`config.mk`:
```
export PLATFORM = sky130hd
export DESIGN_NAME = dm_ext
export DESIGN_NICKNAME = d
export VERILOG_FILES = /design/src/rtl/cpu_pkg.sv /design/src/rtl/dm_ext_core.sv /design/src/rtl/dm_ext.sv
export SDC_FILE = /design/constraint.sdc
export NUM_CORES = 1
export LEC_CHECK = 0
export ABC_AREA = 1
export BUFFER_PORTS_ARGS = -buffer_cell sky130_fd_sc_hd__buf_2
export CAP_MARGIN = 20
export CORE_MARGIN = 2
export CORE_UTILIZATION = 45
export CTS_BUF_LIST = sky130_fd_sc_hd__clkbuf_2 sky130_fd_sc_hd__clkbuf_4 sky130_fd_sc_hd__clkbuf_8
export DETAILED_ROUTE_END_ITERATION = 12
export PLACE_DENSITY = 0.77
export SYNTH_ARGS = -nofsm -noshare
export SYNTH_HDL_FRONTEND = slang
export SYNTH_SLANG_ARGS = --single-unit
```
`constraint.sdc`:
```
create_clock -name clk -period 3.73 [get_ports clk]
set_input_delay 0.5595 -clock clk [delete_from_list [all_inputs] [get_ports clk]]
set_output_delay 0.5595 -clock clk [all_outputs]
set_load 0.01 [all_outputs]
```
`src/rtl/cpu_pkg.sv`:
```
// Shared MIPS32 pipeline definitions: load-type encodings used by the
// data-memory read path.
package cpu_pkg;

  localparam logic [2:0] LD_W  = 3'd0;
  localparam logic [2:0] LD_BU = 3'd1;
  localparam logic [2:0] LD_B  = 3'd2;
  localparam logic [2:0] LD_HU = 3'd3;
  localparam logic [2:0] LD_H  = 3'd4;

  // Sign- or zero-extend an 8-bit field to the 32-bit datapath.
  function automatic logic [31:0] ext_byte(input logic [7:0] b, input logic sgn);
    return {{24{sgn & b[7]}}, b};
  endfunction

  // Sign- or zero-extend a 16-bit field to the 32-bit datapath.
  function automatic logic [31:0] ext_half(input logic [15:0] h, input logic sgn);
    return {{16{sgn & h[15]}}, h};
  endfunction

endpackage

```
`src/rtl/dm_ext_core.sv`:
```
// Combinational load-data extractor: selects the addressed byte/halfword,
// extends it, and flags misaligned word/halfword loads.
module dm_ext_core
  import cpu_pkg::*;
(
  input  logic [31:0] dm_out,
  input  logic [2:0]  readdm_op,
  input  logic [1:0]  byte_off,
  output logic [31:0] ext_data,
  output logic        adel
);

  logic [7:0]  sel_byte;
  logic [15:0] sel_half;

  always_comb begin
    case (byte_off)
      2'd0:    sel_byte = dm_out[7:0];
      2'd1:    sel_byte = dm_out[15:8];
      2'd2:    sel_byte = dm_out[23:16];
      default: sel_byte = dm_out[31:24];
    endcase
  end

  assign sel_half = byte_off[1] ? dm_out[31:16] : dm_out[15:0];

  always_comb begin
    // NOTE: defaults first so every path assigns both outputs; no latch.
    ext_data = dm_out;
    adel     = 1'b0;
    case (readdm_op)
      LD_BU: ext_data = ext_byte(sel_byte, 1'b0);
      LD_B:  ext_data = ext_byte(sel_byte, 1'b1);
      LD_HU: begin
        ext_data = ext_half(sel_half, 1'b0);
        adel     = byte_off[0];
      end
      LD_H: begin
        ext_data = ext_half(sel_half, 1'b1);
        adel     = byte_off[0];
      end
      // LW and the unused encodings 5..7 all behave as a full-word load.
      default: adel = |byte_off;
    endcase
  end

endmodule

```
`src/rtl/dm_ext.sv`:
```
// Load-data extension stage at the M/W boundary: registers the extended
// load result, a valid flag and the AdEL flag with one cycle of latency.
module dm_ext
  import cpu_pkg::*;
(
  input  logic        clk,
  input  logic        reset,
  input  logic        ld_valid,
  input  logic [31:0] dm_out,
  input  logic [2:0]  readdm_op,
  input  logic [31:0] addr,
  output logic [31:0] M_dm_out,
  output logic        M_valid,
  output logic        M_adel
);

  logic [31:0] ext_data;
  logic        adel;

  // Only the byte offset matters; the upper address bits are don't-care here.
  logic unused_addr_hi;
  assign unused_addr_hi = ^addr[31:2];

  dm_ext_core u_core (
    .dm_out    (dm_out),
    .readdm_op (readdm_op),
    .byte_off  (addr[1:0]),
    .ext_data  (ext_data),
    .adel      (adel)
  );

  always_ff @(posedge clk) begin
    // NOTE: sequential state uses non-blocking assignments so every register
    // samples pre-edge values regardless of statement order.
    if (reset) begin
      M_dm_out <= '0;
      M_valid  <= 1'b0;
      M_adel   <= 1'b0;
    end else if (ld_valid) begin
      M_dm_out <= adel ? 32'd0 : ext_data;
      M_valid  <= 1'b1;
      M_adel   <= adel;
    end else begin
      // Idle cycle: result data is held, flags drop.
      M_valid  <= 1'b0;
      M_adel   <= 1'b0;
    end
  end

endmodule

```
[Word level (Yosys, flattened, before mapping)]
Index checks and enable logic that the tools add are counted.
Storage, ports and cells
  register bits: 34
  latch bits: 0
  memory bits (writable): 0
  bits in read-only memories: 0
  input port bits: 70
  output and inout bits: 34
  word-level logic and storage cells: 21
  memories kept: 0
Cells by class
  add/sub/neg operators: 0
  $mul: 0
  div/mod/pow operators: 0
  $lt $le $gt $ge: 0
  equality and inequality tests: 6
  shifts and indexed selects: 0
  multiplexer cells: 6
  bitwise operators: 1
  reductions and logical operators: 5
Operators with widths (count)
  $pmux 32 s4: 1
  $mux 32: 1
  $pmux 8 s3: 1
  $mux 16: 1
  $reduce_or 2->1: 4
  $eq 3x2->1 const B: 2
  $eq 3x1->1 const B: 1
  $eq 3x3->1 const B: 1
  $eq 2x1->1 const B: 1
  $eq 2x2->1 const B: 1
  $logic_not 2->1: 1
  $pmux 1 s2: 1
  $mux 1: 1
  $not 1->1: 1

[Longest topological paths before layout]
Gate-level depths: netlist of run 1.
  depth in word-level cells: 4
  mapped depth: 10
  mapped depth without buffers: 9

[Cells and area by module]
A second synthesis of run 1 with hierarchy kept.
Unflattened totals
  cells, all modules: 355
  area total of the unflattened synthesis: 2329.7 um^2
Modules (own cells, without submodules)
  dm_ext: times used 1, cells an instance 148, area an instance 1342.5 um^2, sequential area each 680.7 um^2
  dm_ext_core: times used 1, cells an instance 207, area an instance 987.2 um^2, sequential area each 0.0 um^2

[Worst setup path before layout of run 1]
Ideal clock, no wire load.
  path type: in2reg
  start: input port addr[1]
  end: register M_dm_out[31]
  library setup time: 0.070 ns
  arrival: 1.592 ns
  data required time: 3.660 ns
  path slack: 2.068 ns
  stages on the path: 9
  buffers on the path: 2
  path through: buf_4 > nor2_4 > nand2_1 > nand2_1 > nand3_4 > nand2_4 > buf_4 > nand3_1 > a21oi_1
On the way
  word-level cells in the longest chain between the ends: 4
  elaborated cells between the ends (all ways): 9
  classes of those cells: 2 x eq/ne; 5 x mux; 2 x reduce/logical
RTL lines
  from (decl): RTL line dm_ext.sv:11  | input logic [31:0] addr,
  $eq 2x2->1 (tied with other cells): RTL line dm_ext_core.sv:17  | case (byte_off)
  $pmux 8 s3: RTL line dm_ext_core.sv:17
  $pmux 32 s4: RTL line dm_ext_core.sv:31  | case (readdm_op)
  $mux 32 (*): RTL line dm_ext.sv:40  | M_dm_out <= adel ? 32'd0 : ext_data;
  to (signal assigned): RTL line dm_ext.sv:40
  to (decl): RTL line dm_ext.sv:12  | output logic [31:0] M_dm_out,
Mark *: on every way between the ends. The rest lies on a longest branch, timed or not.
A chain may end at the register's enable or synchronous reset.

[Worst setup path after layout of run 1]
  start: input port readdm_op[2]
  end: register M_dm_out[1]
On the way
  word-level cells in the longest chain between the ends: 4
  elaborated cells between the ends (all ways): 9
  classes of those cells: 4 x eq/ne; 3 x mux; 2 x reduce/logical
RTL lines
  from (decl): RTL line dm_ext.sv:10  | input logic [2:0] readdm_op,
  $eq 3x2->1 (tied with other cells): RTL line dm_ext_core.sv:31
  $reduce_or 2->1 (no line)
  $pmux 1 s2: RTL line dm_ext_core.sv:31
  $mux 32 (*): RTL line dm_ext.sv:40
Marks and branches as above.

==> summary by stage, run 1 <==
STA
The setup clock skew after layout is 0 ns. Timing would allow up to approximately 440 MHz. The part of the cycle the worst path needs is between 60% and 70%. The total negative setup slack is 0 ns.

At the pin with the least slew margin, the transition time is 0.777 ns. The max-slew violation count is 0. Counting I/O delays and the setup requirement, the final critical path takes 2.25 ns. The final setup violation count is 0. Setup repair after global routing left no endpoint under its margin.

The hold violation count in the final report is 0. The worst pin sits at a relative slew slack of between 40% and 50%.

Floorplanning
The area of the die is roughly 5700 sq um. The core area is 5040 sq um. The initial utilization of the core area, before any placement, comes to 46.0%. The I/O pin count is about 100. Measured along the y axis, the die boundary spans 75.8 um. The width of the die is about 76 um. The initialized floorplan defines 26 standard-cell rows.

GRT
For this run the aggregate overflow at the end of global routing stands at 0. The number of antenna violations at the first check in global routing is 0. Entering global routing, the biggest net connects 51 pins.

Across every metal layer, demand over resource in global routing totals approximately 23%. The number of global-route vias before repair is ~2.2k. The first global-routing pass estimated slightly above 10000 um of wire.

Clocking
After clock tree synthesis, the clock-pin slew on the worst setup and hold paths is ~0.070 ns. The clock net in this run drives a total of 34 sinks. The post-CTS setup repair buffer count is 0.

The later-pin clock latency in the skew report is about 0.28 ns. The buffer cell driving the clock tree root is sky130_fd_sc_hd__clkbuf_8. The number of resized instances in the post-cts repair step is 0. The H-tree was split into 2 levels. The number of CTS-inserted buffers is 5. The maximum root-to-sink buffer count is 2.

The TritonCTS clock tree is yes. Buffers inserted to repair hold after CTS numbered 0.

Placement
The cell area after placement is roughly 2600 sq um. Detailed placement ended at an HPWL of between 4000 and 5000 um. The count of buffers added on input and output ports is 73. At the end of routability-driven placement, the weighted congestion stood at ~0.86.

Detailed routing
The count of nets left with antenna violations once routing finished came out at 0. In the routed layout, each cell is associated on average with a via count of between 5 and 6. The wire length per cell after detailed routing is roughly 13 um. The routed layout has 2683 vias. The count of TritonRoute iterations in the first routing pass is 6. The total length of routed wires is roughly 6500 um. In the routed design, unresolved DRC markers number 0. The violation count after the first detailed-route iteration is around 170.

Final layout
The most common library cell in the layout ignoring fill and taps is sky130_fd_sc_hd__nand2_1. The number of antenna diodes in the final layout is 0. The net count of the finished layout is approximately 520.

From synthesis to final layout, the design area changed by 17.2%. The fraction of layout cells with a size suffix above 1 is approximately a fifth. In the layout the commonest cells are sky130_fd_sc_hd__nand2_1 (123), sky130_fd_sc_hd__buf_2 (73), sky130_fd_sc_hd__a21oi_1 (63).

The final instance area is around 2700 sq um.

Yosys
The portion of synthesized area spent on multiplexers is 0%. Synthesis inferred 34 register bits. The number of library cell types mapped by synthesis is 19.

The number of instances in the synthesized netlist is 390. Of the total synthesized cell area, the portion taken by AND, OR, NAND and NOR gates is about two fifths. Summing the areas of all compound-gate instances in the mapped netlist gives 16.8% of the synthesized area.

The average instance in the mapped netlist occupies between 5 and 6 sq um. Summing the sequential cell areas from Yosys gives 29.4% of the chip area. The post-synthesis net count is 460. By area, the combinational part of the netlist is dominated by simple AND/OR/NAND/NOR gates. The parity-gate share of the synthesized area counting xor and xnor cells is 0%. After Yosys synthesis, full adders, half adders and majority gates account for 0% of the synthesized area.

The total standard cell area after synthesis is about 2300 sq um. The number of warnings issued by yosys is 0.

Power and ir drop
In this run switching power makes up between 30 and 40% of total power. The internal power consumption is between 600 and 700 uW. The peak supply drop is roughly 0.25 mV. The overall power is roughly 930 uW.

Combinational logic is responsible for 28.3% of the overall power. The share of total power in sequential cells is between 40% and 50%. The leakage power is around 0.0014 uW.

Power spread over the standard cell area amounts to between 300 and 400 nW/um^2. The analysis attributes to net switching a power of between 300 and 400 uW. The clock group share of total power is 29.1%.

Critical path
The worst setup path is launched from an input port. STA puts the critical path data required time at ~4.0 ns. The critical path is of the in -> reg type. The critical path goes through buf_2, inv_2, nand3_1, nand2_1, nor2_8, nand2_2, nand2_4, nand3_1, a21oi_1. The slowest library cell on the worst path is sky130_fd_sc_hd__nor2_8.

The most frequent cell on the critical path is sky130_fd_sc_hd__nand3_1. STA classifies the critical path endpoint as a flop. The family with the most delay on the worst path is simple AND/OR/NAND/NOR gates. STA puts the critical path data arrival time at approximately 2.5 ns.

The buffer and inverter count on the worst path is 2. The peak per-stage delay on the critical path is roughly 0.57 ns. Along the worst path, the maximum fanout reaches 42.

Run
The max capacitance violation total is 0.

Worst hold path
In this run the worst hold path is classified as reg -> reg.

Status
The flow ran to the end, and the final reports show no timing, DRC or antenna violations.
registers in the layout (all words and copies together), names as in the netlist:
signal / flops
M_adel: 1
M_dm_out: 32
M_valid: 1
metal layers:
metal | wire, um | track usage [%] | up-vias
met4 | 64 | 4.87 | 0
met2 | 2970 | 37.9 | 114
met1 | 2940 | 30.6 | 1194
met3 | 529 | 6.22 | 9
met5 | 0 | 0 | -
li1 | - | - | 1366
synthesized netlist by cell type (all sizes together):
master	number	area share (%)
inv	43	7.0
clkbuf	9	1.5
buf	14	4.5
nand2	128	22
o21ai	15	3.2
a21oi	63	14
dfxtp	34	29
nand3	61	14
nor2	22	4.6
nor3	1	0.22
tightest hold or removal path: stages (launching register included):
cell and delay, ns:
sky130_fd_sc_hd__dfxtp_1 0.31, sky130_fd_sc_hd__nand2_1 0.06, sky130_fd_sc_hd__a21oi_1 0.05
final timing paths:
check                                   from           end  slack, ns  cells past startpoint
worst max register to register  M_dm_out[14]  M_dm_out[14]       3.10                      2
worst min-delay path            M_dm_out[31]  M_dm_out[31]       0.46                      2
worst min register to register  M_dm_out[31]  M_dm_out[31]       0.46                      2
worst max-delay path            readdm_op[2]   M_dm_out[1]       1.48                      9
power by group through the flow:
stage | Combinational (uW) | Sequential [uW] | Clock (uW)
floorplan | 179 | 415 | 0
global placement | 254 | 403 | 0
detailed placement | 259 | 404 | 0
CTS | 259 | 395 | 275
global route | 295 | 398 | 290
finish | 262 | 395 | 270
cell families (layout without fill, tap and decap cells):
logic type	count (synthesis)	count (layout)
AND/OR/NAND/NOR	212	212
flip-flops	34	34
AO/OA/AOI/OAI	78	78
buffers and inverters	66	123
through the flow:
step	setup slack, ns	hold WS (ns)	cells	util (%)
6_report	1.48	0.461	517	53.9
3_3_place_gp	1.27	0.452	510	52.2
2_1_floorplan	2.07	0.490	390	-
5_1_grt	1.29	0.482	517	53.9
4_1_cts	1.50	0.467	517	53.9
3_5_place_dp	1.21	0.456	510	52.2
layout make-up:
class                   instances  area [sq um]
flip-flops and latches         34           681
repair buffers                 73           365
inverters                      43           161
clock buffers                   6          76.3
multi-input cells             290          1340
clock inverters                 1          7.51
well taps                      70          87.6
fillers                       519          2330
Note: power is estimated with default switching activity, not from simulation.
==> run 2, diff against run 1 <==
Clock period 3.73 ns to 2.3 ns, I/O delays scaled along.
==> summary by stage, run 2 (synthesized netlist as in run 1, its figures left out) <==
Critical path
The most numerous cell type found on the critical path is sky130_fd_sc_hd__nand2_1. At the worst endpoint, the required time is around 2.5 ns. The critical register-to-register path startpoint is M_dm_out[13]. On the worst path, the slowest cell contributes a delay of approximately 0.45 ns. STA classifies the critical path endpoint as a flop.

Measured in cells, the most critical reg-to-reg path has a length of 2. The critical path data arrival time is between 1.5 and 2 ns. In this run the worst path has a maximum fanout of 33.

The destination of the worst register-to-register timing path is M_dm_out[13]. The buffer and inverter count on the worst path is 1. On the critical path the largest part of the delay comes from simple AND/OR/NAND/NOR gates.

The slowest library cell on the worst path is sky130_fd_sc_hd__buf_2. The worst register-to-register path has a setup slack of about 1.7 ns. The worst setup path is launched from an input port. The critical path in this run is classified as in -> reg. Traced cell by cell, the critical path runs through buf_2, nand2_1, nand2_1, nand2_1, nand2_1, nand3_4, nand2_4, nand3_1, a21oi_1.

Clocking
The buffer cell driving the clock tree root is sky130_fd_sc_hd__clkbuf_8. The later-pin clock latency in the skew report is 0.29 ns. Post-CTS repair changed the size of 0 cells.

The clock sink count is 34. TritonCTS built the clock tree. After clock tree synthesis, the clock-pin slew on the worst setup and hold paths is roughly 0.070 ns.

In this run, post-CTS hold repair placed 0 buffers. The post-CTS setup repair buffer count is 0. CTS built an H-tree with a depth of 2. The number of clock buffers added by TritonCTS is 5. The maximum root-to-sink buffer count is 2.

Final layout
In the layout the commonest cells are sky130_fd_sc_hd__nand2_1 (123), sky130_fd_sc_hd__buf_2 (73), sky130_fd_sc_hd__a21oi_1 (63). The final core utilization is 55.1%. The library cell used most frequently in the layout, excluding fill and tap cells, is sky130_fd_sc_hd__nand2_1.

The final-stage net count is between 500 and 600. The fraction of layout cells with a size suffix above 1 is about 22%. The largest registers in the layout are M_dm_out (32), M_adel (1), M_valid (1). The register with the highest flop count is M_dm_out. The layout overhead on the synthesized area is 19.9%. The number of flip-flops under the largest register name is 32. The number of inserted diodes is 0.

Worst hold path
The startpoint of the worst hold path is dm_out[17]. The hold path depth is 5. The end point of the most critical hold path is M_dm_out[17].

In this run the worst hold path is classified as in -> reg.

Placement
The estimated wirelength of the detail-placed design is ~4700 um. Before CTS, the worst setup slack after placement is around 0.42 ns. The placer's final routability congestion estimate is between 0.8 and 0.9. The count of port buffers added during placement is 73.

Run
The max capacitance violation total is 0.

Floorplanning
The I/O pin count is around 100. The number of cell rows is 26. The area of the die is ~5700 sq um. Measured along the y axis, the die boundary spans 75.8 um.

The width of the die is 75.8 um. The effective utilization at floorplan is between 40% and 50%. The core area is slightly above 5000 sq um.

Detailed routing
The count of TritonRoute iterations in the first routing pass is 5. The routed design has ~6400 um of wire. The wire length per cell after detailed routing is approximately 12 um.

Once detail routing completed, the nets flagged for antenna violations numbered 0. The ratio of routed vias to standard cells is 5.01. The violation count after the first detailed-route iteration is 179.

Across all layers, the routed design uses roughly 2.6k vias. The number of remaining DRC errors is 0.

GRT
The number of antenna violations at the first check in global routing is 0. Global routing used 23.1% of the available tracks. The pin count of the biggest net entering global routing is 34. The residual overflow from global routing is 0. The global-route wire length before repair is 10100 um. The number of global-route vias before repair is 2176.

STA
The final hold slack is 0.409 ns. In the finished design, the share of the clock period the worst path needs comes to between 70% and 80%. Setup repair after global routing left no endpoint under its margin. Measured against its own limit, the worst slew margin works out to ~60%. The final setup violation count is 0. The max-slew violation count was 0. The setup clock skew after layout is 0 ns.

The final critical delay including setup and external delays is roughly 1.6 ns. The total negative setup slack is 0 ns. Once routing completed, OpenROAD measured the worst setup slack at between 0.6 and 0.7 ns. The hold violation count in the final report is 0. Static timing analysis puts the maximum clock frequency at 617 MHz.

The transition time of the tightest slew-check pin is between 0.6 and 0.7 ns.

Power and ir drop
Across the VDD grid, the largest voltage drop is about 0.47 mV. The analysis attributes to cell leakage a power of about 0.0015 uW. The ratio of total power to cell area is between 500 and 600 nW/um^2.

Status
The run finished with clean final reports.
==> run 2: changes by cell type in the layout (fill, tap and decap cells not counted), sizes merged <==
| cell | delta |
|---|---|
| buf | +7 |
| clkinv | +1 |
==> run 2: area by class of cell <==
cell class | count | area, sq um
Fill cell | 502 | 2260
Sequential cell | 34 | 681
Inverter | 43 | 161
Timing Repair Buffer | 80 | 418
Multi-Input combinational cell | 290 | 1340
Tap cell | 70 | 87.6
Clock inverter | 2 | 12.5
Clock buffer | 6 | 82.6
==> run 2: report_power, final <==
group,internal (uW),total [uW],switching [uW]
logic,153,434,281
registers,626,641,15.8
clock network,240,465,224
total,1020,1540,521
==> run 2: worst max-delay path by stage <==
stage                  from  cells after the start  slack [ns]           end
4_1_cts             addr[1]                      9        0.73  M_dm_out[30]
3_5_place_dp   readdm_op[0]                     10        0.42   M_dm_out[1]
6_report            addr[1]                      9        0.68  M_dm_out[25]
5_1_grt             addr[1]                      9        0.49  M_dm_out[29]
2_1_floorplan       addr[1]                      9        0.85  M_dm_out[31]
3_3_place_gp   readdm_op[0]                     10        0.44   M_dm_out[1]
==> run 2: stage by stage <==
stage | instances | instance area (sq um) | power (uW)
floorplan | 390 | 2320 | 964
global placement | 517 | 2690 | 1080
detailed placement | 517 | 2690 | 1080
CTS | 525 | 2780 | 1550
global route | 525 | 2780 | 1630
finish | 525 | 2780 | 1540
==> run 2: worst register-to-register path: stages (launching register included) <==
cell                      delay, ns
sky130_fd_sc_hd__dfxtp_1       0.31
sky130_fd_sc_hd__o21ai_0       0.15
sky130_fd_sc_hd__a21oi_1       0.06
==> run 2: routing by layer <==
layer / share of wire (%) / wire length (um) / GRT usage [%]
met1: 46 / 2910 / 30.4
met2: 44 / 2830 / 36.7
met3: 8.8 / 560 / 6.48
met4: 1.5 / 94 / 7.02
met5: 0 / 0 / 0
